### config.mk
export PLATFORM = sky130hd
export DESIGN_NAME = fft16_input_loader
export DESIGN_NICKNAME = d
export VERILOG_FILES = /design/src/rtl/fft16_pkg.sv /design/src/rtl/fft16_input_loader.sv
export SDC_FILE = /design/constraint.sdc
export NUM_CORES = 1
export LEC_CHECK = 0
export ABC_AREA = 1
export ABC_CLOCK_PERIOD_IN_PS = 1800
export BUFFER_PORTS_ARGS = -buffer_cell sky130_fd_sc_hd__clkbuf_2
export CAP_MARGIN = 20
export CORE_ASPECT_RATIO = 0.5
export CORE_MARGIN = 8
export CORE_UTILIZATION = 47
export CTS_CLUSTER_SIZE = 16
export DETAILED_ROUTE_END_ITERATION = 12
export PLACE_DENSITY = 0.77
export SETUP_SLACK_MARGIN = 0.2
export SYNTH_ARGS = -nofsm -noshare
export SYNTH_HDL_FRONTEND = slang
export SYNTH_SLANG_ARGS = --single-unit
### constraint.sdc
create_clock -name clk -period 1.8 [get_ports clk]
set_clock_uncertainty 0.2 [all_clocks]
set_input_delay 0.09 -clock clk [delete_from_list [all_inputs] [get_ports clk]]
set_output_delay 0.09 -clock clk [all_outputs]
set_load 0.01 [all_outputs]
### src/rtl/fft16_pkg.sv
// rtl/fft16_pkg.sv - shared constants, state encoding and index helper for the fft16 loader
//
// Purpose:
//   Frame geometry constants (WIDTH, N, LOG2N), the loader state encoding,
//   and bitrev4(), which maps a sample number to its DIT input slot.
// Ports: none (package).

package fft16_pkg;

  localparam int WIDTH = 16;
  localparam int N     = 16;
  localparam int LOG2N = 4;

  typedef enum logic {
    ST_FILL = 1'b0,
    ST_FULL = 1'b1
  } state_t;

  // Reverse the bit order of a LOG2N-bit index (sample 1 -> slot 8, 3 -> 12).
  function automatic logic [LOG2N-1:0] bitrev4(input logic [LOG2N-1:0] k);
    logic [LOG2N-1:0] r;
    for (int i = 0; i < LOG2N; i++) begin
      r[i] = k[LOG2N-1-i];
    end
    return r;
  endfunction

endpackage

### src/rtl/fft16_input_loader.sv
// rtl/fft16_input_loader.sv - serial-to-parallel frame loader in front of the 16-point FFT
//
// Purpose:
//   Accepts one complex sample per cycle over a valid/ready handshake, collects
//   a 16-sample frame, then presents all 16 (re,im) pairs in parallel and holds
//   them until the downstream stage accepts the frame.
// Configuration:
//   FFT16_BITREV_EN defined -> sample k is stored in slot bitrev4(k) (DIT order).
//   FFT16_BITREV_EN undefined -> sample k is stored in slot k (natural order).
// Ports:
//   clk        in   1          rising-edge clock
//   rst_n      in   1          synchronous reset, active-low
//   in_valid   in   1          input sample valid
//   in_ready   out  1          loader can accept a sample (FILL and not in reset)
//   in_re      in   WIDTH      signed real part of sample
//   in_im      in   WIDTH      signed imaginary part of sample
//   in_last    in   1          final sample of a frame
//   out_valid  out  1          full frame presented on out_re/out_im
//   out_ready  in   1          downstream accepts the frame
//   out_re     out  N*WIDTH    slot k at [k*WIDTH +: WIDTH]
//   out_im     out  N*WIDTH    slot k at [k*WIDTH +: WIDTH]
//   frame_err  out  1          one-cycle pulse on a framing error

module fft16_input_loader
  import fft16_pkg::*;
(
  input  logic               clk,
  input  logic               rst_n,
  input  logic               in_valid,
  output logic               in_ready,
  input  logic [WIDTH-1:0]   in_re,
  input  logic [WIDTH-1:0]   in_im,
  input  logic               in_last,
  output logic               out_valid,
  input  logic               out_ready,
  output logic [N*WIDTH-1:0] out_re,
  output logic [N*WIDTH-1:0] out_im,
  output logic               frame_err
);

  state_t           state;
  state_t           state_nxt;
  logic [LOG2N-1:0] wr_cnt;
  logic [LOG2N-1:0] slot;
  logic             accept;
  logic             last_slot;
  logic             release_frame;

  // in_ready is gated by rst_n directly so it reads 0 for every cycle the
  // reset is held, and 1 as soon as it is released.
  assign in_ready      = rst_n && (state == ST_FILL);
  assign out_valid     = (state == ST_FULL);
  assign accept        = in_valid && in_ready;
  assign last_slot     = (wr_cnt == LOG2N'(N-1));
  assign release_frame = out_valid && out_ready;

`ifdef FFT16_BITREV_EN
  assign slot = bitrev4(wr_cnt);
`else
  assign slot = wr_cnt;
`endif

  always_ff @(posedge clk) begin
    if (!rst_n) begin
      state <= ST_FILL;
    end else begin
      state <= state_nxt;
    end
  end

  always_comb begin
    state_nxt = state;
    case (state)
      ST_FILL: if (accept && last_slot) state_nxt = ST_FULL;
      ST_FULL: if (out_ready)           state_nxt = ST_FILL;
      default:                          state_nxt = ST_FILL;
    endcase
  end

  always_ff @(posedge clk) begin
    if (!rst_n) begin
      wr_cnt    <= '0;
      out_re    <= '0;
      out_im    <= '0;
      frame_err <= 1'b0;
    end else begin
      frame_err <= 1'b0;

      // Constant-index write decode keeps every slot a plain enabled register.
      for (int k = 0; k < N; k++) begin
        if (accept && (slot == LOG2N'(k))) begin
          out_re[k*WIDTH +: WIDTH] <= in_re;
          out_im[k*WIDTH +: WIDTH] <= in_im;
        end
      end

      if (accept) begin
        if (last_slot) begin
          // Counter parks at 15 while FULL; the release clears it.
          frame_err <= !in_last;
        end else if (in_last) begin
          // Early in_last: drop the partial frame and restart from slot 0.
          wr_cnt    <= '0;
          frame_err <= 1'b1;
        end else begin
          wr_cnt <= wr_cnt + 1'b1;
        end
      end

      if (release_frame) begin
        wr_cnt <= '0;
      end
    end
  end

endmodule

Yosys cells after proc, flatten, opt, wreduce, memory -nomap -nowiden
Cells that the tools add are included.

storage, ports and cells
  register bits after elaboration = 518
  latch bits = 0
  memory bits (writable) = 0
  ROM bits = 0
  input port bits = 37
  output and inout bits = 515
  logic and storage cells = 84
  memories = 0

cells by class
  add/sub/neg operators = 1
  multiply operators = 0
  div/mod/pow operators = 0
  $lt $le $gt $ge = 0
  equality and inequality tests = 15
  shift operators = 0
  multiplexer cells = 6
  bitwise gates (word level) = 3
  reduce and logical (&&, ||, !) cells = 24

operators by type and width
  cell                                                              count
  4-bit == test (second input constant)                             8
  1-bit logical AND                                                 19
  4-bit by 3-bit == test with 1-bit output (second input constant)  4
  4-bit by 2-bit == test with 1-bit output (second input constant)  2
  4-bit by 1-bit adder with 4-bit output (second input constant)    1
  4-bit by 1-bit == test with 1-bit output (second input constant)  1
  4-bit zero test                                                   1
  1-bit two-way mux                                                 4
  4-bit two-way mux                                                 1
  2-bit AND reduction                                               2
  1-bit inverter                                                    3
  1-bit case mux with 2 select lines                                1
  2-bit OR reduction                                                1
  1-bit zero test                                                   1

Logic depth before layout (Yosys ltp)
Gate-level depths: netlist (run 1).

  word-level depth = 6
  depth in mapped cells = 9
  mapped depth without buffers = 8

Least setup slack after synthesis (run 1)
OpenSTA, ideal clock, no wires.

  path kind = reg-to-reg
  start point = register wr_cnt[0], in the netlist slot[0]
  end point = register out_im[240]
  library setup time = 116 ps
  arrival time = 1408 ps
  required time = 1484 ps
  setup slack = 76 ps
  stages on the path, launching flop included = 8
  buffers on the path = 1
  clock period less this slack = 1724 ps
  cell sequence = dfxtp_1 > ha_1 > nand3_1 > nor2_1 > inv_2 > clkbuf_1 > nor2_1 > nor2_1

between the ends
  longest elaborated chain between the ends = 2

ends and longest elaborated chain
  what                            line                       RTL
  start: declaration              fft16_input_loader.sv:43   logic [LOG2N-1:0] wr_cnt;
  start signal: assignment        fft16_input_loader.sv:106  wr_cnt <= wr_cnt + 1'b1;
  4-bit == test                   fft16_input_loader.sv:91   if (accept && (slot == LOG2N'(k))) begin
  1-bit logical AND               fft16_input_loader.sv:91
  end signal: indexed assignment  fft16_input_loader.sv:93   out_im[k*WIDTH +: WIDTH] <= in_im;
  end: declaration                fft16_input_loader.sv:37   output logic [N*WIDTH-1:0] out_im,

No other way between the ends.
A chain may end at the register's enable or synchronous reset.

Worst setup path after layout (run 1)
  start point = register wr_cnt[0], in the netlist slot[0]
  end point = register out_im[183]

The elaborated chain is that of the path after synthesis.

==> impl_results.md, run 1 <==
* Port Buffer Count at 551
* Switching part of the total at 23.72%
* Fin. max-slew vios at 0
* Hold Vio Cnt, Final at 7
* P_int at 0.01790 W
* Fraction of layout cells with a size suffix above 1 at 30.71%
* CP max FO at 7
* MaxCap Viol Count at 0
* Setup WS post-layout at -0.005074 ns
* Total Wirelength at 79150 um
* Asr flop ratio synth at 0%
* Max Root-Sink Buffers at 3
* Total Power at 0.02347 W
* CTS Root Cell: clkbuf_16
* Cell row count at 51
* Most frequent cell after synthesis: nor2_1
* Comb pwr share at 6.4%
* Leak at 12.28 nW
* Placed cells at 3521
* Outcome: complete, but fails checks
* Largest net degree at the start of global routing at 104
* Least-Margin Pin Slew at 0.5145 ns
* Register area share after synthesis at 55.16%
* Clock transition at path regs at 0.07 ns
* Synth area leaders: dfxtp_1, nor2_1, nand2_1, o21ai_0, nor3_1
* Critical path capture point type: register
* Via count at 19.98k
* Hold WC Path Type: in2reg
* Num ports at 552
* Tcrit/Tclk final at 100.3%
* Post-synth top flop: dfxtp_1
* Antenna violations before repair at 0
* Initial core utilization at 47.98%
* Clock sink count at 518
* Total CTS buffers at 45
* Synth cell types at 21
* Syn_nets at 2603
* #FFs+latches synth at 518
* Post-synth EDFFs at 0
* Number of DRC markers in iteration 0 at 2357
* List of most frequent post-synthesis cells: nor2_1, nand2_1, dfxtp_1, o21ai_0, clkbuf_1
* Failing checks: negative hold slack, negative setup slack
* Setup Viol. Count Final at 1
* Via-per-instance ratio at 5.393
* Max Fclk at 554.0 MHz
* # DRC at 0
* Seq pwr share at 49.7%
* Number of global-route vias before repair at 17.96k
* Final net count at 3182
* Area growth syn-to-layout at 41.11%
* Die Area at 0.04705 sq mm
* P per Cell Area at 884.6 mW/mm^2
* All-Layer GR Usage at 29.46%
* DIE WIDTH at 298.8 um
* RSZ-0062 raised after global routing: true
* Maximum VDD drop at 0.6509 mV
* Crit Path Class: reg2reg
* Relative slew slack at 65.70%
* Number of diodes at 0
* Setup WS pre-CTS at 0.04272 ns
* Fin area at 0.02653 sq mm
* WHS at -0.1520 ns
* DIE HEIGHT at 157.4 um
* Yosys top cell area share at 55.16%
* Gpl congestion at 0.8875
* TritonRoute pass-1 iters at 5
* Cells after Synth at 2562
* Routed Antenna Nets at 0
* CTS tree: yes
* Crit path DAT at 2.05 ns
* Synth area leader: dfxtp_1
* Required time of the critical path at 2.05 ns
* Syn Area/Cell at 7.338 sq um
* Critical Path Start Type: register
* H-tree depth at 2
* Ys Warns at 0
* P_sw at 0.005566 W
* Non-filler cells in the finished layout at 3705
* HPWL after DPL at 48900 um
* Tmin final at 1.805 ns
* Hold_buf cts at 36
* Routed len/inst at 21.36 um
* Worst skew pair latency at 0.56 ns
* GRT overflow at 0
* Placed instance area at 0.02229 sq mm
* Cell Area, Synth at 0.01880 sq mm
* Clock power share at 44.0%
* Core area at 0.03918 sq mm
* First-pass GRT wire length at 108400 um
-- sequential cells by signal (all words and copies together) (netlist names) --
register,count
out_im,256
out_re,256
slot,4
frame_err,1
out_valid,1
-- what timing repair did --
item                                   in CTS  in global routing
setup endpoints to repair                 519                517
pin swaps                                   7                 47
gates resized for setup                    84                241
gates cloned                               18                 21
endpoints found under the hold margin     398                  7
buffers inserted                           18                 10
-- per-stage QoR --
step | utilization [%] | setup TNS [ns]
floorplan | - | 0
detailed placement | 56.90 | 0
CTS | 64.10 | 0
global route | 67.71 | -0.8865
finish | 67.71 | -0.005074
global placement | 56.90 | 0
-- cell usage in the layout, fill, tap and decap left out, types with 7 or more instances in the layout --
| master | n |
|---|---|
| a21oi_1 | 29 |
| a21oi_2 | 36 |
| buf_12 | 40 |
| buf_16 | 12 |
| buf_4 | 40 |
| buf_6 | 25 |
| clkbuf_1 | 7 |
| clkbuf_16 | 64 |
| clkbuf_2 | 550 |
| clkbuf_8 | 9 |
| clkinv_2 | 11 |
| dfxtp_1 | 513 |
| dlygate4sd3_1 | 36 |
| inv_1 | 36 |
| inv_2 | 9 |
| nand2_1 | 427 |
| nand2_2 | 58 |
| nand2_4 | 53 |
| nor2_1 | 794 |
| nor2_2 | 11 |
| nor2_4 | 20 |
| nor3_1 | 93 |
| o21ai_0 | 232 |
| o21ai_1 | 29 |
-- logic make-up (layout without fill, tap and decap cells) --
group           Yosys count  after routing  share of synthesized area (%)
simple gates           1466           1466                          30.33
buf+inv                 248            861                          5.564
fa+ha+maj                 4              4                         0.2662
compound gates          326            326                          8.678
flops                   518            518                          55.16
-- final timing paths --
| check | startpoint | end | slack, ns | depth (start not counted) |
|---|---|---|---|---|
| max | slot[0]$_SDFFE_PP0P_ | out_im[183]$_SDFFE_PN0P_ | -0.005 | 10 |
| max reg2reg | slot[0]$_SDFFE_PP0P_ | out_im[183]$_SDFFE_PN0P_ | -0.005 | 10 |
| min | rst_n | out_re[242]$_SDFFE_PN0P_ | -0.15 | 4 |
| min reg2reg | out_re[78]$_SDFFE_PN0P_ | out_re[78]$_SDFFE_PN0P_ | 0.26 | 2 |
-- final cells by class --
class,instances,area (sq um)
sequential,518,10380
clock inverter,18,221.5
fill,3144,12650
timing repair buffer,730,5472
tap,530,663.1
clock buffer,63,1326
multi-input combinational,1796,8260
inverter,50,202.7
-- power by group through the flow --
stage | clock (W) | sequential [W] | combinational (W)
6_report | 0.0103 | 0.0117 | 0.00149
5_1_grt | 0.0109 | 0.0117 | 0.00156
4_1_cts | 0.0104 | 0.0117 | 0.00137
3_5_place_dp | 0 | 0.0119 | 0.00124
3_3_place_gp | 0 | 0.0119 | 0.00123
2_1_floorplan | 0 | 0.0120 | 0.000617
-- routing by layer --
layer | vias to the layer above | global-route usage (%) | part of all wire, %
met5 | - | 0 | 0
met1 | 9320 | 35.02 | 36
li1 | 9163 | - | -
met3 | 360 | 4.798 | 8.1
met2 | 1137 | 49.64 | 48
met4 | 0 | 19.11 | 7.9
-- critical path, stage by stage, from the launching register on --
cell	delay, ns
dfxtp_2	0.37
buf_6	0.14
ha_4	0.16
buf_6	0.11
nand2_4	0.05
nor2_4	0.10
buf_12	0.19
clkbuf_16	0.19
nand2_2	0.04
nand2_1	0.08
nor2_1	0.05
Note: power is estimated with default switching activity, not from simulation.
==> inputs of run 2 (changes only) <==
CAP_MARGIN = unset   (was 20)
PLACE_DENSITY = 0.82   (was 0.77)
SKIP_CTS_REPAIR_TIMING = 1   (was unset)
==> impl_results.md, run 2 (synthesis gave the netlist of run 1 again) <==
* Failing checks: negative hold slack
* Area growth syn-to-layout at 36.90%
* Largest net degree at the start of global routing at 123 (+18%)
* Max Root-Sink Buffers at 3 (unchanged)
* WHS at -0.1763 ns (-0.02431 ns)
* Total CTS buffers at 46 (+2.2%)
* Filler Cells Inserted at 3171 (+0.86%)
* Placed cells at 3527 (+0.17%)
* Met3 usage at 5.607% (+0.81 points)
* Core area at 0.03918 sq mm (unchanged)
* Switching part of the total at 23.81% (+0.090 points)
* Via count at 20.01k (+0.15%)
* Register area at 0.01038 sq mm (about the same)
* HPWL after DPL at 48920 um (about the same)
* Most Crowded Layer GR: met2
* Area occupied by multi-input gates at 0.007978 sq mm (-3.4%)
* Maximum VDD drop at 0.6985 mV (+7.3%)
* Fin area at 0.02574 sq mm (-3.0%)
* Comb pwr share at 6.3% (about the same)
* First-pass GRT wire length at 101700 um (-6.2%)
* P per Cell Area at 909.0 mW/mm^2 (+2.8%)
* Tcrit/Tclk final at 98.02% (-2.3 points)
* Max Fclk at 566.8 MHz (+2.3%)
* Fin. max-slew vios at 0 (unchanged)
* Clock sink count at 518 (unchanged)
* P_int at 0.01783 W (-0.42%)
* TritonRoute pass-1 iters at 7 (+2)
* Required time of the critical path at 2.05 ns (about the same)
* Total Power at 0.02340 W (-0.30%)
* Number of global-route vias before repair at 17.37k (-3.3%)
* Via-per-instance ratio at 5.438 (+0.83%)
* Non-filler cells in the finished layout at 3680 (-0.67%)
* Gpl congestion at 0.8931 (+0.63%)
* Fraction of layout cells with a size suffix above 1 at 28.58% (-2.1 points)
* Crit Path Class: reg2reg
* Final net count at 3162 (-0.63%)
* GRT overflow at 0 (unchanged)
* GR Util met1 at 31.46% (-3.6 points)
* Cell row count at 51 (unchanged)
* DIE HEIGHT at 157.4 um (unchanged)
* H-tree depth at 2 (unchanged)
* Met2 GRT Util at 45.21% (-4.4 points)
* CTS tree: yes
* Outcome: complete, but fails checks
* Total Wirelength at 76560 um (-3.3%)
* Hold WC Path Type: in2reg
* CP Cell Sequence: buf_6 > inv_6 > ha_4 > nand2_4 > nor2_4 > buf_12 > clkbuf_16 > nand2_2 > nand2_1 > nor2_1
* Crit path DAT at 2.01 ns (-0.04 ns)
* Worst skew pair latency at 0.56 ns (about the same)
* Commonest cells after routing, fill and taps aside: nor2_1, clkbuf_2, dfxtp_1, nand2_1, o21ai_0
* Tmin final at 1.764 ns (-0.04070 ns)
* Hold Vio Cnt, Final at 20 (+13)
* Seq pwr share at 49.8% (about the same)
* Crit-path max cell delay at 0.36 ns (about the same)
* Setup Viol. Count Final at 0 (-1)
* Leak at 11.97 nW (-2.6%)
* Routed Antenna Nets at 0 (unchanged)
* All-Layer GR Usage at 27.35% (-2.1 points)
* Clock power share at 43.9% (about the same)
* CP max FO at 8 (+1)
* MaxCap Viol Count at 0 (unchanged)
* Routed len/inst at 20.80 um (-2.6%)
* Port Buffer Count at 551 (unchanged)
* Setup WS post-layout at 0.03562 ns (+0.04070 ns)
* Critical Path Start Type: register
* P_sw at 0.005570 W (about the same)
* Initial core utilization at 47.98% (unchanged)
* Antenna violations before repair at 0 (unchanged)
* Clock transition at path regs at 0.07 ns (about the same)
* DIE WIDTH at 298.8 um (unchanged)
* Most common cell after layout, fill and taps aside: nor2_1
* Number of DRC markers in iteration 0 at 2276 (-3.4%)
* Relative slew slack at 46.03% (-20 points)
* Num ports at 552 (unchanged)
* Placed instance area at 0.02231 sq mm (about the same)
* Crit path buf inv count at 4 (unchanged)
* Critical path capture point type: register
* # DRC at 0 (unchanged)
* Least-Margin Pin Slew at 0.8069 ns (+0.2924 ns)
* RSZ-0062 raised after global routing: true
* Setup_tns at 0 ns (+0.005074 ns)
* Die Area at 0.04705 sq mm (unchanged)
* CP top delay family: buffers and inverters
* Slowest cell on the critical path: dfxtp_4
* Setup WS pre-CTS at -0.3737 ns (-0.4164 ns)
* CTS Root Cell: clkbuf_16
==> run 2: power by group through the flow <==
stage	clock network (W)	registers, W	logic [W]
final	0.0103	0.0116	0.00147
after global routing	0.0108	0.0117	0.00154
after CTS	0.0103	0.0116	0.00125
after detailed placement	0	0.0119	0.00125
after global placement	0	0.0119	0.00123
after floorplan	0	0.0120	0.000617
==> run 2: worst paths after layout <==
check                                             start                        to  slack (ns)  depth (start not counted)
worst max-delay path               slot[1]$_SDFFE_PP0P_  out_im[131]$_SDFFE_PN0P_        0.04                         10
worst min-delay path                              rst_n   out_re[88]$_SDFFE_PN0P_       -0.18                          4
worst max register to register     slot[1]$_SDFFE_PP0P_  out_im[131]$_SDFFE_PN0P_        0.04                         10
worst min register to register  out_im[72]$_SDFFE_PN0P_   out_im[72]$_SDFFE_PN0P_        0.26                          2
==> run 2: area by class of cell <==
type	count	share of cell area, %
multi-input cells	1797	31.00
repair buffers	708	19.37
flip-flops and latches	518	40.32
clock inverters	17	1.040
well taps	530	2.576
diodes	1	0.009722
clock buffers	59	4.895
inverters	50	0.7972
==> run 2: per-layer routing <==
layer,wire [um],up-vias
met2,35860,1239
met4,6623,0
met1,27020,9263
met3,7055,394
li1,-,9114
met5,0,-
==> run 2: worst register-to-register path, stage by stage (launching register included) <==
cell and delay (ns):
dfxtp_4 0.36, buf_6 0.13, inv_6 0.07, ha_4 0.19, nand2_4 0.06, nor2_4 0.12
buf_12 0.16, clkbuf_16 0.18, nand2_2 0.05, nand2_1 0.08, nor2_1 0.06
==> run 2: stage by stage <==
step           hold slack (ns)  util [%]
2_1_floorplan         -0.01016         -
6_report               -0.1763     65.69
3_3_place_gp           0.09797     56.95
5_1_grt                -0.1694     65.69
3_5_place_dp           0.09948     56.95
4_1_cts                -0.5041     60.85
